[src/rtl/fifo_pkg.sv]
`default_nettype none
// ============================================================================
// Module      : fifo_pkg
// Description : Shared sizing constants and reader FSM state encoding for
//               the FIFO block and its burst reader.
// Revision    : 1.0 - initial release
// ============================================================================
package fifo_pkg;

  localparam int WIDTH = 8;
  localparam int DEPTH = 16;
  localparam int BIT   = $clog2(DEPTH);

  typedef enum logic [1:0] {
    ST_IDLE  = 2'd0,
    ST_RUN   = 2'd1,
    ST_DRAIN = 2'd2,
    ST_DONE  = 2'd3
  } rd_state_t;

endpackage
`default_nettype wire

[src/rtl/fifo_rd_skid.sv]
`default_nettype none
// ============================================================================
// Module      : fifo_rd_skid
// Description : Two-entry output buffer between the FIFO read port and the
//               downstream valid/ready interface. Captures returned read
//               data, pops on transfer, exposes occupancy and head word.
// Revision    : 1.0 - initial release
// ============================================================================
module fifo_rd_skid #(
  parameter int WIDTH = 8
) (
  input  logic             clk,
  input  logic             rst,
  input  logic             push,
  input  logic [WIDTH-1:0] push_data,
  input  logic             pop,
  output logic [1:0]       occupancy,
  output logic             valid,
  output logic [WIDTH-1:0] head_data
);

  logic [WIDTH-1:0] mem_q [2];
  logic [WIDTH-1:0] mem_d [2];
  logic             wr_ptr_q, wr_ptr_d;
  logic             rd_ptr_q, rd_ptr_d;
  logic [1:0]       occ_q, occ_d;
  logic             pop_ok;

  // A pop only takes effect when a word is actually held.
  assign pop_ok = pop & (occ_q != 2'd0);

  // Next-state for storage, pointers and occupancy; push and pop may coincide
  // and then occupancy is unchanged while the two pointers both advance.
  always_comb begin
    mem_d    = mem_q;
    wr_ptr_d = wr_ptr_q;
    rd_ptr_d = rd_ptr_q;
    if (push) begin
      mem_d[wr_ptr_q] = push_data;
      wr_ptr_d        = ~wr_ptr_q;
    end
    if (pop_ok) begin
      rd_ptr_d = ~rd_ptr_q;
    end
    occ_d = occ_q + {1'b0, push} - {1'b0, pop_ok};
  end

  // State registers; clearing storage keeps head_data at zero in reset.
  always_ff @(posedge clk or negedge rst) begin
    if (!rst) begin
      mem_q[0] <= '0;
      mem_q[1] <= '0;
      wr_ptr_q <= 1'b0;
      rd_ptr_q <= 1'b0;
      occ_q    <= 2'd0;
    end else begin
      mem_q    <= mem_d;
      wr_ptr_q <= wr_ptr_d;
      rd_ptr_q <= rd_ptr_d;
      occ_q    <= occ_d;
    end
  end

  assign occupancy = occ_q;
  assign valid     = (occ_q != 2'd0);
  assign head_data = mem_q[rd_ptr_q];

endmodule
`default_nettype wire

[src/rtl/fifo_reader.sv]
`default_nettype none
// ============================================================================
// Module      : fifo_reader
// Description : Burst reader. On start, issues up to len reads to a FIFO with
//               one-cycle read latency and forwards the words downstream over
//               a valid/ready interface through a two-entry buffer.
// Revision    : 1.0 - initial release
// ============================================================================
module fifo_reader #(
  parameter int WIDTH = fifo_pkg::WIDTH,
  parameter int DEPTH = fifo_pkg::DEPTH,
  parameter int BIT   = fifo_pkg::BIT
) (
  input  logic             clk,
  input  logic             rst,
  input  logic             start,
  input  logic [BIT:0]     len,
  input  logic             fifoempty,
  input  logic [WIDTH-1:0] fifo_dout,
  output logic             re,
  output logic             m_valid,
  output logic [WIDTH-1:0] m_data,
  input  logic             m_ready,
  output logic             busy,
  output logic             done,
  output logic [BIT:0]     count
);

  import fifo_pkg::*;

  localparam logic [BIT:0] MAX_LEN = (BIT+1)'(DEPTH);

  rd_state_t    state_q, state_d;
  logic [BIT:0] len_q, len_d;
  logic [BIT:0] issued_q, issued_d;
  logic [BIT:0] count_q, count_d;
  logic         inflight_q, inflight_d;
  logic         busy_q, busy_d;
  logic         done_q, done_d;

  logic [BIT:0] len_eff;
  logic [1:0]   occ;
  logic [1:0]   occ_after_pop;
  logic         xfer;

  // Requests beyond the attached FIFO depth are clamped to a full burst.
  assign len_eff = (len > MAX_LEN) ? MAX_LEN : len;

  assign xfer          = m_valid & m_ready;
  // Counting this cycle's pop as already freed lets a read issue into the
  // slot being vacated, which is what sustains one word per cycle.
  assign occ_after_pop = occ - {1'b0, xfer};

  // Read enable: only while running, FIFO has data, burst not fully issued,
  // and the buffer can absorb the word once it returns.
  assign re = (state_q == ST_RUN) && !fifoempty && (issued_q < len_q) &&
              ((occ_after_pop + {1'b0, inflight_q}) < 2'd2);

  fifo_rd_skid #(
    .WIDTH (WIDTH)
  ) u_skid (
    .clk       (clk),
    .rst       (rst),
    .push      (inflight_q),
    .push_data (fifo_dout),
    .pop       (xfer),
    .occupancy (occ),
    .valid     (m_valid),
    .head_data (m_data)
  );

  // FSM transitions, burst counters and next values of the status outputs.
  always_comb begin
    state_d    = state_q;
    len_d      = len_q;
    issued_d   = issued_q;
    count_d    = count_q;
    inflight_d = re;
    if (xfer) begin
      count_d = count_q + (BIT+1)'(1);
    end
    case (state_q)
      ST_IDLE: begin
        if (start) begin
          len_d    = len_eff;
          issued_d = '0;
          count_d  = '0;
          state_d  = (len_eff == '0) ? ST_DONE : ST_RUN;
        end
      end
      ST_RUN: begin
        if (re) begin
          issued_d = issued_q + (BIT+1)'(1);
        end
        if (issued_d == len_q) begin
          state_d = ST_DRAIN;
        end
      end
      ST_DRAIN: begin
        if (!inflight_q && (occ == 2'd0)) begin
          state_d = ST_DONE;
        end
      end
      ST_DONE: begin
        state_d = ST_IDLE;
      end
      default: begin
        state_d = ST_IDLE;
      end
    endcase
    busy_d = (state_d != ST_IDLE);
    done_d = (state_d == ST_DONE);
  end

  // Single state register for the FSM, counters and registered status.
  always_ff @(posedge clk or negedge rst) begin
    if (!rst) begin
      state_q    <= ST_IDLE;
      len_q      <= '0;
      issued_q   <= '0;
      count_q    <= '0;
      inflight_q <= 1'b0;
      busy_q     <= 1'b0;
      done_q     <= 1'b0;
    end else begin
      state_q    <= state_d;
      len_q      <= len_d;
      issued_q   <= issued_d;
      count_q    <= count_d;
      inflight_q <= inflight_d;
      busy_q     <= busy_d;
      done_q     <= done_d;
    end
  end

  assign busy  = busy_q;
  assign done  = done_q;
  assign count = count_q;

endmodule
`default_nettype wire

[config.mk]
export PLATFORM = sky130hd
export DESIGN_NAME = fifo_reader
export DESIGN_NICKNAME = d
export VERILOG_FILES = /design/src/rtl/fifo_pkg.sv /design/src/rtl/fifo_rd_skid.sv /design/src/rtl/fifo_reader.sv
export SDC_FILE = /design/constraint.sdc
export NUM_CORES = 1
export LEC_CHECK = 0
export CORE_UTILIZATION = 47
export CTS_CLUSTER_SIZE = 10
export DETAILED_ROUTE_END_ITERATION = 16
export GPL_ROUTABILITY_DRIVEN = 0
export PLACE_DENSITY = 0.84
export SETUP_SLACK_MARGIN = 0.4
export SLEW_MARGIN = 20
export SYNTH_ARGS = -nofsm -noshare
export SYNTH_HDL_FRONTEND = slang
export SYNTH_SLANG_ARGS = --single-unit
[constraint.sdc]
create_clock -name clk -period 3 [get_ports clk]
set_input_delay 0.45 -clock clk [delete_from_list [all_inputs] [get_ports clk]]
set_output_delay 0.45 -clock clk [all_outputs]
set_load 0.05 [all_outputs]
==> flow_summary.ini, run 1 <==
[outcome]
status = finished, final reports clean

[cts]
clock_latency_ps = 300
cts_buffer_depth = 2
h-tree-depth = 2
root_buffer = clkbuf_8
cts_hold_buf = 0
clk_pin_slew_ps = 70
cts_sinks = 40
cts_tree = yes
numCtsBuffers = 5

[sta]
setup_viol = 0
finalSetupTns_ps = 0
max_freq_mhz = 374
maxSlewViolCount = 0
rsz0062_at_grt = yes
period_share_pct = 89.2
period_needed_ps = 2680
worst_slew_pin_slew_ps = 865
setup_slack_ps = 324
hold_viol = 0
relSlewSlack_pct = 42.4
skew_ps = 7.87

[synth]
synth_compound_area_share_pct = 8.48
syn_nets = 209
synth-edff-count = 0
ys.flop_type = dfrtp_1
post_synth_fa_ha_maj_area_fraction_pct = 4.99
synthArstFlopShare_pct = 100
synth_mux_area_share_pct = 13.5
yosys.area_share.xor_xnor_pct = 6.36
synth_area_mm2 = 0.00201
synth-simple-area-share_pct = 14.2
synth_cells = 183
yosysSeqAreaShare_pct = 49.9
syn_avg_cell_area_um2 = 11.0
synth_seq_cells = 40
ys_types = 33
synth_top_family_by_area = simple AND/OR/NAND/NOR gates
ys.warnings.count = 0

[placed_design]
place_area_mm2 = 0.00246
dp_slack_ps = 141
portBuffers = 34
hpwl_mm = 2.77

[global_routing]
grt_antenna_before_repair = 0
grt_util_met1_pct = 24.9
use_met2_pct = 34.9
grt_max_degree = 41
track_usage_pct = 21.0
busiest_layer = met2
grt-ovfl-total = 0
grt_util_met3_pct = 6.25
grt_pass1_vias = 1581
grt_pass1_wl_mm = 6.86

[detailed_routing]
vias = 1506
ant_nets = 0
drt_iter0_drc = 65
via_per_inst = 5.44
wl_per_cell_um = 14.1
drt-total-wl_mm = 3.92
remaining_drc_errors = 0
firstDrtPassIters = 4

[critical_path]
critical_path.max_fanout = 2
endpoint_kind = output port
cp.required_ps = 2550
critPathLaunch = u_skid.occupancy[0]$_DFF_PN0_
max_stage_delay_ps = 380
reg2reg_slack_ps = 540
r2r_start = u_skid.occupancy[0]$_DFF_PN0_
start_kind = flip-flop
path_class = flip-flop to output port
crit_chain = or2_4, nand2_4, inv_6, ha_4, inv_2, ha_4, xnor3_1, and4_4, o21ai_4, clkinvlp_4, buf_12
rr_endpoint = state_q[0]$_DFF_PN0_
cp.arrival_ps = 2230
crit_path_end = re
path_depth = 11
crit_family = simple AND/OR/NAND/NOR gates
critPathBufInv = 4
cpMostUsedCell = ha_4
cp_slowest_cell = dfrtp_1
reg2regPathDepth = 14

[layout]
n_fill_cell = 321
area_growth_pct = 29.5
final_common_cell = dfrtp_1
multiInputGateArea_mm2 = 0.00100
num_antenna_cells = 0
layout_common_cells = dfrtp_1, clkdlybuf4s50_1, mux2_2
seqCellArea_mm2 = 0.00100
final_cell_area_mm2 = 0.00260
drive_above_1_share_pct = 23.3
fin_nets = 252

[floorplan]
dieArea_mm2 = 0.00454
die_w_um = 67.3
die_y_um = 67.3
core_mm2 = 0.00406
start_util_pct = 49.5
ios = 35
rows = 23

[flow_run]
drv_cap = 0

[power]
p_per_area_mw_per_mm2 = 1160
p_leak_nw = 1.13
vdd_drop_max_v = 0.000450

[hold_path]
hp-class = primary input to asynchronous set/reset pin
[sequential cells by signal (all words and copies together), names as in the netlist]
name / cells
busy: 1
issued_q: 5
inflight_q: 1
done: 1
count: 5
state_q: 2
len_q: 5
u_skid.occupancy: 2
u_skid.rd_ptr_q: 1
u_skid.mem_q: 16
u_skid.wr_ptr_q: 1
[synth_stat cells, types with 2 or more instances]
| library cell | number | area share (%) |
|---|---|---|
| a21oi_1 | 6 | 1.5 |
| a31oi_1 | 3 | 0.94 |
| clkbuf_1 | 5 | 0.94 |
| dfrtp_1 | 40 | 50 |
| ha_1 | 8 | 5.0 |
| inv_1 | 9 | 1.7 |
| mux2_2 | 24 | 13 |
| nand2_1 | 18 | 3.4 |
| nand2b_1 | 3 | 0.94 |
| nand3_1 | 5 | 1.2 |
| nand3b_1 | 4 | 1.5 |
| nand4_1 | 3 | 0.94 |
| nor2_1 | 11 | 2.1 |
| nor2b_1 | 3 | 0.94 |
| nor3_1 | 4 | 1.0 |
| o211ai_1 | 2 | 0.75 |
| o21a_1 | 2 | 0.75 |
| o21ai_0 | 7 | 1.7 |
| or2_2 | 2 | 0.62 |
| xnor2_1 | 6 | 2.6 |
| xor2_1 | 6 | 2.6 |
[per-stage QoR]
stage / utilization, % / instances / power (mW) / hold WS [ps]
3_3_place_gp: 60.6 / 263 / 2.57 / 478
5_1_grt: 64.0 / 277 / 3.24 / 335
2_1_floorplan: - / 183 / 2.16 / 154
3_5_place_dp: 60.6 / 263 / 2.62 / 479
4_1_cts: 64.0 / 277 / 3.05 / 297
6_report: 64.0 / 277 / 3.02 / 267
[kinds of logic after synthesis]
family                   count (synthesis)
multiplexers                            24
AO/OA/AOI/OAI                           27
buffers and inverters                   14
XOR/XNOR                                13
flip-flops                              40
AND/OR/NAND/NOR                         57
adder cells (fa/ha/maj)                  8
[metal layers]
layer | share of wire (%) | routed length [um]
met1 | 44 | 1720
met2 | 49 | 1930
met3 | 5.0 | 197
met4 | 1.8 | 72
met5 | 0 | 0
[where the power goes]
group	total, mW	switching (mW)	internal, mW
clock	0.366	0.182	0.183
combinational	1.68	0.930	0.745
sequential	0.983	0.209	0.773
total	3.02	1.32	1.70
[worst register-to-register path: cells and delay by family (launching register included)]
family	cells	cell delay [ps]
flops	1	380
compound gates	4	510
fa+ha+maj	2	390
buf+inv	4	380
xor+xnor	1	190
simple gates	3	530
[cell type report]
class / instances / share of cell area, %
clock inverters: 2 / 0.385
well taps: 50 / 2.41
inverters: 9 / 1.64
flip-flops and latches: 40 / 38.5
multi-input cells: 129 / 38.6
clock buffers: 6 / 3.18
repair buffers: 41 / 15.3
[repair_timing]
item,CTS,global route
setup buffers,6,0
pin swaps,3,0
resized for setup,2,2
setup endpoints to repair,1,5
[worst min-delay path by stage]
stage,slack [ps],end,cells past startpoint
floorplan,150,busy$_DFF_PN0_,0
global placement,480,u_skid.wr_ptr_q$_DFFE_PN0P_,1
detailed placement,480,u_skid.wr_ptr_q$_DFFE_PN0P_,1
CTS,300,u_skid.mem_q[3]$_DFFE_PN0P_,1
global route,340,u_skid.mem_q[3]$_DFFE_PN0P_,1
finish,270,u_skid.mem_q[3]$_DFFE_PN0P_,1
No activity file was read; power rests on OpenSTA's default activity.
==> run 2, diff against run 1 <==
==> constraint.sdc (replaced) <==
create_clock -name clk -period 3 [get_ports clk]
set_input_delay 0.9 -clock clk [delete_from_list [all_inputs] [get_ports clk]]
set_output_delay 0.9 -clock clk [all_outputs]
set_load 0.05 [all_outputs]
==> run 2 against run 1 <==
Compared with the run above:
- the flow now finishes with violations (negative setup slack)
- design area up 1.0%
- maximum frequency down 16%
- utilization up 0.65 points
- non-clock buffer count up 4
- sequential share of layout area down 0.34 points
- first-iteration DRC count down 42%
- via count about the same
- critical path type is now primary input to output port
==> flow_summary.ini, run 2 (synthesized netlist as in run 1, its figures left out) <==
[placed_design]
place_area_mm2 = 0.00250
placedCellCount = 268
portBuffers = 34
dp_slack_ps = -653
hpwl_mm = 2.79

[cts]
h-tree-depth = 2
cts_buffer_depth = 2
clk_pin_slew_ps = 70
cts_hold_buf = 0
cts_tree = yes
root_buffer = clkbuf_8
cts_sinks = 40
clock_latency_ps = 290
numCtsBuffers = 5

[detailed_routing]
drt-total-wl_mm = 3.89
ant_nets = 0
wl_per_cell_um = 13.9
via_per_inst = 5.38
vias = 1507
firstDrtPassIters = 4
remaining_drc_errors = 0
drt_iter0_drc = 38

[sta]
worst_slew_pin_slew_ps = 869
finalSetupTns_ps = -186
whs_ps = 503
period_share_pct = 106
maxSlewViolCount = 0
max_freq_mhz = 314
skew_ps = 5.44
hold_viol = 0
setup_viol = 1
rsz0062_at_grt = yes
relSlewSlack_pct = 42.0
period_needed_ps = 3190
setup_slack_ps = -186

[power]
p_per_area_mw_per_mm2 = 1130
p_leak_nw = 1.17
vdd_drop_max_v = 0.000438
p_total_mw = 2.98

[global_routing]
grt_util_met3_pct = 6.76
busiest_layer = met2
grt_antenna_before_repair = 0
grt_max_degree = 41
track_usage_pct = 20.4
grt_pass1_wl_mm = 6.64
grt_pass1_vias = 1502
grt-ovfl-total = 0
use_met2_pct = 34.0
grt_util_met1_pct = 23.8

[floorplan]
start_util_pct = 49.5
dieArea_mm2 = 0.00454
ios = 35
rows = 23
core_mm2 = 0.00406
die_y_um = 67.3
die_w_um = 67.3

[critical_path]
max_stage_delay_ps = 250
cp.arrival_ps = 2290
reg2reg_slack_ps = 440
r2r_start = u_skid.occupancy[1]$_DFF_PN0_
start_kind = primary input
reg2regPathDepth = 14
cp.required_ps = 2100
crit_path_end = re
path_class = primary input to output port
rr_endpoint = state_q[0]$_DFF_PN0_
crit_chain = buf_8, nand2_8, inv_8, ha_4, inv_2, ha_4, xnor3_1, and4_4, o21ai_4, clkinvlp_4, buf_12
critical_path.max_fanout = 2
cpMostUsedCell = ha_4
cp_slowest_cell = ha_4
critPathLaunch = m_ready
endpoint_kind = output port

[layout]
regMostFlops = u_skid.mem_q
num_antenna_cells = 0
area_growth_pct = 30.8
stdcell_count = 280
final_common_cell = dfrtp_1
largest_register_ff_count = 16
final_cell_area_mm2 = 0.00263
layout_common_cells = dfrtp_1, mux2_2, clkdlybuf4s50_1
seqCellArea_mm2 = 0.00100
drive_above_1_share_pct = 24.8
multiInputGateArea_mm2 = 0.00101
n_fill_cell = 314
fin_nets = 256
fin_util_pct = 64.7

[flow_run]
drv_cap = 0

[hold_path]
hp-class = flip-flop to flip-flop

[outcome]
status = finished, violations left
violations = negative setup slack
## run 2: final cells by class
class	count	area share (%)
Clock buffer	6	2.76
Clock inverter	1	0.191
Multi-Input combinational cell	129	38.6
Sequential cell	40	38.2
Inverter	9	1.72
Timing Repair Buffer	45	16.2
Tap cell	50	2.38
## run 2: layer usage
layer  up-vias  part of all wire (%)  wire length (um)
met2        42                    48              1870
li1        732                     -                 -
met1       724                    44              1710
met3         9                   6.0               233
met5         -                     0                 0
met4         0                   1.9                74
## run 2: report_power, final
| group | switching [mW] | total, mW | internal [mW] |
|---|---|---|---|
| logic | 0.946 | 1.67 | 0.720 |
| clock network | 0.175 | 0.333 | 0.158 |
| registers | 0.202 | 0.978 | 0.775 |
## run 2: worst min-delay path by stage
stage                                             from                            to  cells past startpoint
after floorplan            u_skid.wr_ptr_q$_DFFE_PN0P_   u_skid.wr_ptr_q$_DFFE_PN0P_                      1
after global placement     u_skid.wr_ptr_q$_DFFE_PN0P_   u_skid.wr_ptr_q$_DFFE_PN0P_                      1
after detailed placement   u_skid.mem_q[2]$_DFFE_PN0P_   u_skid.mem_q[2]$_DFFE_PN0P_                      1
after CTS                  u_skid.mem_q[2]$_DFFE_PN0P_   u_skid.mem_q[2]$_DFFE_PN0P_                      1
after global routing      u_skid.mem_q[11]$_DFFE_PN0P_  u_skid.mem_q[11]$_DFFE_PN0P_                      1
final                      u_skid.wr_ptr_q$_DFFE_PN0P_   u_skid.wr_ptr_q$_DFFE_PN0P_                      1
## run 2: timing repair
item / in CTS / in global routing
endpoints found under the hold margin: 0 / 0
setup buffers: 3 / 2
pin swaps: 4 / 2
gates resized for setup: 18 / 1
endpoints found under the setup margin: 16 / 3
## run 2: critical path: cells and delay by family
kind | cells | cell delay, ps
buf+inv | 5 | 390
fa+ha+maj | 2 | 390
simple gates | 2 | 300
xor+xnor | 1 | 230
compound gates | 1 | 60
==> run 3, diff against run 2 <==
SYNTH_HIERARCHICAL = 1   (was not set)
==> run 3 against run 2 <==
Compared with the run above:
- the run still ends with negative setup slack left
- register-to-register slack worse by 130 ps
- critical path type unchanged
- final cell count is 2.1% higher
- first-iteration DRC count is 63% higher
- highest routed layer unchanged
- die area is 7.3% higher
- sequential cell count stayed put
- setup slack worse by 14 ps
- area after synthesis is 7.5% higher
- clock power is 15% higher
- utilization is 2.7 points lower
- critical path depth is 3 lower
- total power is 3.5% higher
==> flow_summary.ini, run 3 <==
[detailed_routing]
firstDrtPassIters = 4
drt-total-wl_mm = 4.05
wl_met2_mm = 1.94
route.met3.wl_um = 254
via_per_inst = 5.31
ant_nets = 0
maxUsedRoutingLayer = met4
vias = 1520
drt_iter0_drc = 62
wl_per_cell_um = 14.2
wl_met1_mm = 1.82
remaining_drc_errors = 0

[layout]
final_cell_area_mm2 = 0.00272
drive_above_1_share_pct = 25.6
n_fill_cell = 366
regMostFlops = u_skid/mem_q
stdcell_count = 286
layout_common_cells = dfrtp_1, clkdlybuf4s50_1, mux2_2
num_antenna_cells = 0
fin_nets = 260
area_growth_pct = 26.0
final_common_cell = dfrtp_1
fin_util_pct = 62.0
largest_register_ff_count = 16

[floorplan]
rows = 24
ios = 35
dieArea_mm2 = 0.00487
core_mm2 = 0.00438
die_w_um = 69.8
die_y_um = 69.8
start_util_pct = 49.2

[synth]
ys.flop_type = dfrtp_1
syn_avg_cell_area_um2 = 11.3
yosysMostFrequentCell = dfrtp_1
ys_types = 41
synth_area_mm2 = 0.00216
yosysSeqAreaShare_pct = 46.4
synth.top_cell.area_share_pct = 46.4
synth_seq_cells = 40
synth-edff-count = 0
synth_top_cell_by_area = dfrtp_1
synthArstFlopShare_pct = 100
yosys-top-cells-area = dfrtp_1, mux2_2, mux2_4
syn_nets = 218
synth_cells = 191
ys.warnings.count = 6
synth_commonest_cells = dfrtp_1, mux2_2, nand2_1

[cts]
cts_tree = yes
clock_latency_ps = 300
root_buffer = clkbuf_8
clk_pin_slew_ps = 80
cts_buffer_depth = 2
h-tree-depth = 2
cts_sinks = 40
cts_hold_buf = 0
numCtsBuffers = 5

[power]
p_seq_share_pct = 31.9
power_frac_comb_pct = 55.7
p_leak_nw = 1.19
p_per_area_mw_per_mm2 = 1130
vdd_drop_max_v = 0.000755
power.internal_mw = 1.71
switching_share_pct = 44.4
clkPwrFrac_pct = 12.4
power_switching_mw = 1.37
p_total_mw = 3.08

[sta]
maxSlewViolCount = 0
setup_slack_ps = -200
hold_viol = 0
setup_viol = 1
finalSetupTns_ps = -200
whs_ps = 503
relSlewSlack_pct = 42.1
rsz0062_at_grt = yes
period_share_pct = 107
max_freq_mhz = 313
worst_slew_pin_slew_ps = 869
skew_ps = 2.99
period_needed_ps = 3200

[hold_path]
hp-class = flip-flop to flip-flop
hold_start = u_skid/mem_q[2]$_DFFE_PN0P_
min_to = u_skid/mem_q[2]$_DFFE_PN0P_
whs_path_depth = 1

[outcome]
status = finished, violations left
violations = negative setup slack

[placed_design]
place_area_mm2 = 0.00261
hpwl_mm = 2.96
placedCellCount = 277
dp_slack_ps = -545
portBuffers = 34

[critical_path]
start_kind = primary input
cp.arrival_ps = 2300
path_class = primary input to output port
reg2regPathDepth = 11
critical_path.max_fanout = 2
r2r_start = u_skid/occupancy[1]$_DFF_PN0_
reg2reg_slack_ps = 310
cp.required_ps = 2100
rr_endpoint = state_q[0]$_DFF_PN0_
endpoint_kind = output port

[global_routing]
grt_pass1_wl_mm = 7.02
grt_max_degree = 41
grt_antenna_before_repair = 0
grt-ovfl-total = 0
grt_pass1_vias = 1525
track_usage_pct = 18.6

[flow_run]
drv_cap = 0
## run 3: cell types whose count changed after synthesis, moves of 4 or more
cell	previous run	this run
nand2_1	18	14
mux2i_1	0	7
o21ai_0	7	11
mux2_2	24	16
a21oi_1	6	2
mux2_4	0	8
## run 3: how the worst max path moves through the flow
stage | from | slack [ps] | endpoint | depth (start not counted)
floorplan | m_ready | -300 | re | 7
detailed placement | m_ready | -540 | re | 8
finish | m_ready | -200 | re | 8
global placement | m_ready | -560 | re | 8
global route | m_ready | -250 | re | 8
CTS | u_skid/occupancy[1]$_DFF_PN0_ | -270 | re | 8
## run 3: area by class of cell
cell class                 instances  area [um2]  area share [%]
multi-input combinational        133        1110            40.9
sequential                        40        1000            36.9
timing repair buffer              43         404            14.9
clock buffer                       6        82.6            3.04
tap                               52        65.1            2.39
inverter                          10        37.5            1.38
clock inverter                     2        15.0           0.552
## run 3: repair_timing
action	4_1_cts	5_1_grt
buffers inserted	1	0
pin swaps	4	8
resized for setup	15	1
endpoints found under the setup margin	16	7
## run 3: power groups by stage
| stage | combinational (mW) | clock, mW | sequential [mW] |
|---|---|---|---|
| 6_report | 1.72 | 0.382 | 0.983 |
| 5_1_grt | 1.85 | 0.419 | 1.02 |
| 4_1_cts | 1.72 | 0.394 | 0.986 |
| 3_5_place_dp | 1.75 | 0 | 0.987 |
| 3_3_place_gp | 1.70 | 0 | 0.977 |
| 2_1_floorplan | 1.25 | 0 | 1.01 |
## run 3: routing by layer
metal  up-vias  track usage [%]
met2        43             29.7
met3         6             6.98
li1        739                -
met4         0             5.78
met5         -                0
met1       732             23.5
## run 3: worst max-delay path: stages
cell and delay (ps):
buf_6 90, and2_4 160, ha_4 270, nor2b_4 30, xnor2_1 110, or4_4 450
nor2_4 150, buf_12 140
## run 3: cells by family after synthesis
group | count (synthesis) | share of synthesized area, %
AO/OA/AOI/OAI | 23 | 6.90
AND/OR/NAND/NOR | 54 | 13.9
buffers and inverters | 18 | 3.94
adder cells (fa/ha/maj) | 9 | 5.22
multiplexers | 31 | 17.2
flip-flops | 40 | 46.4
XOR/XNOR | 16 | 6.49
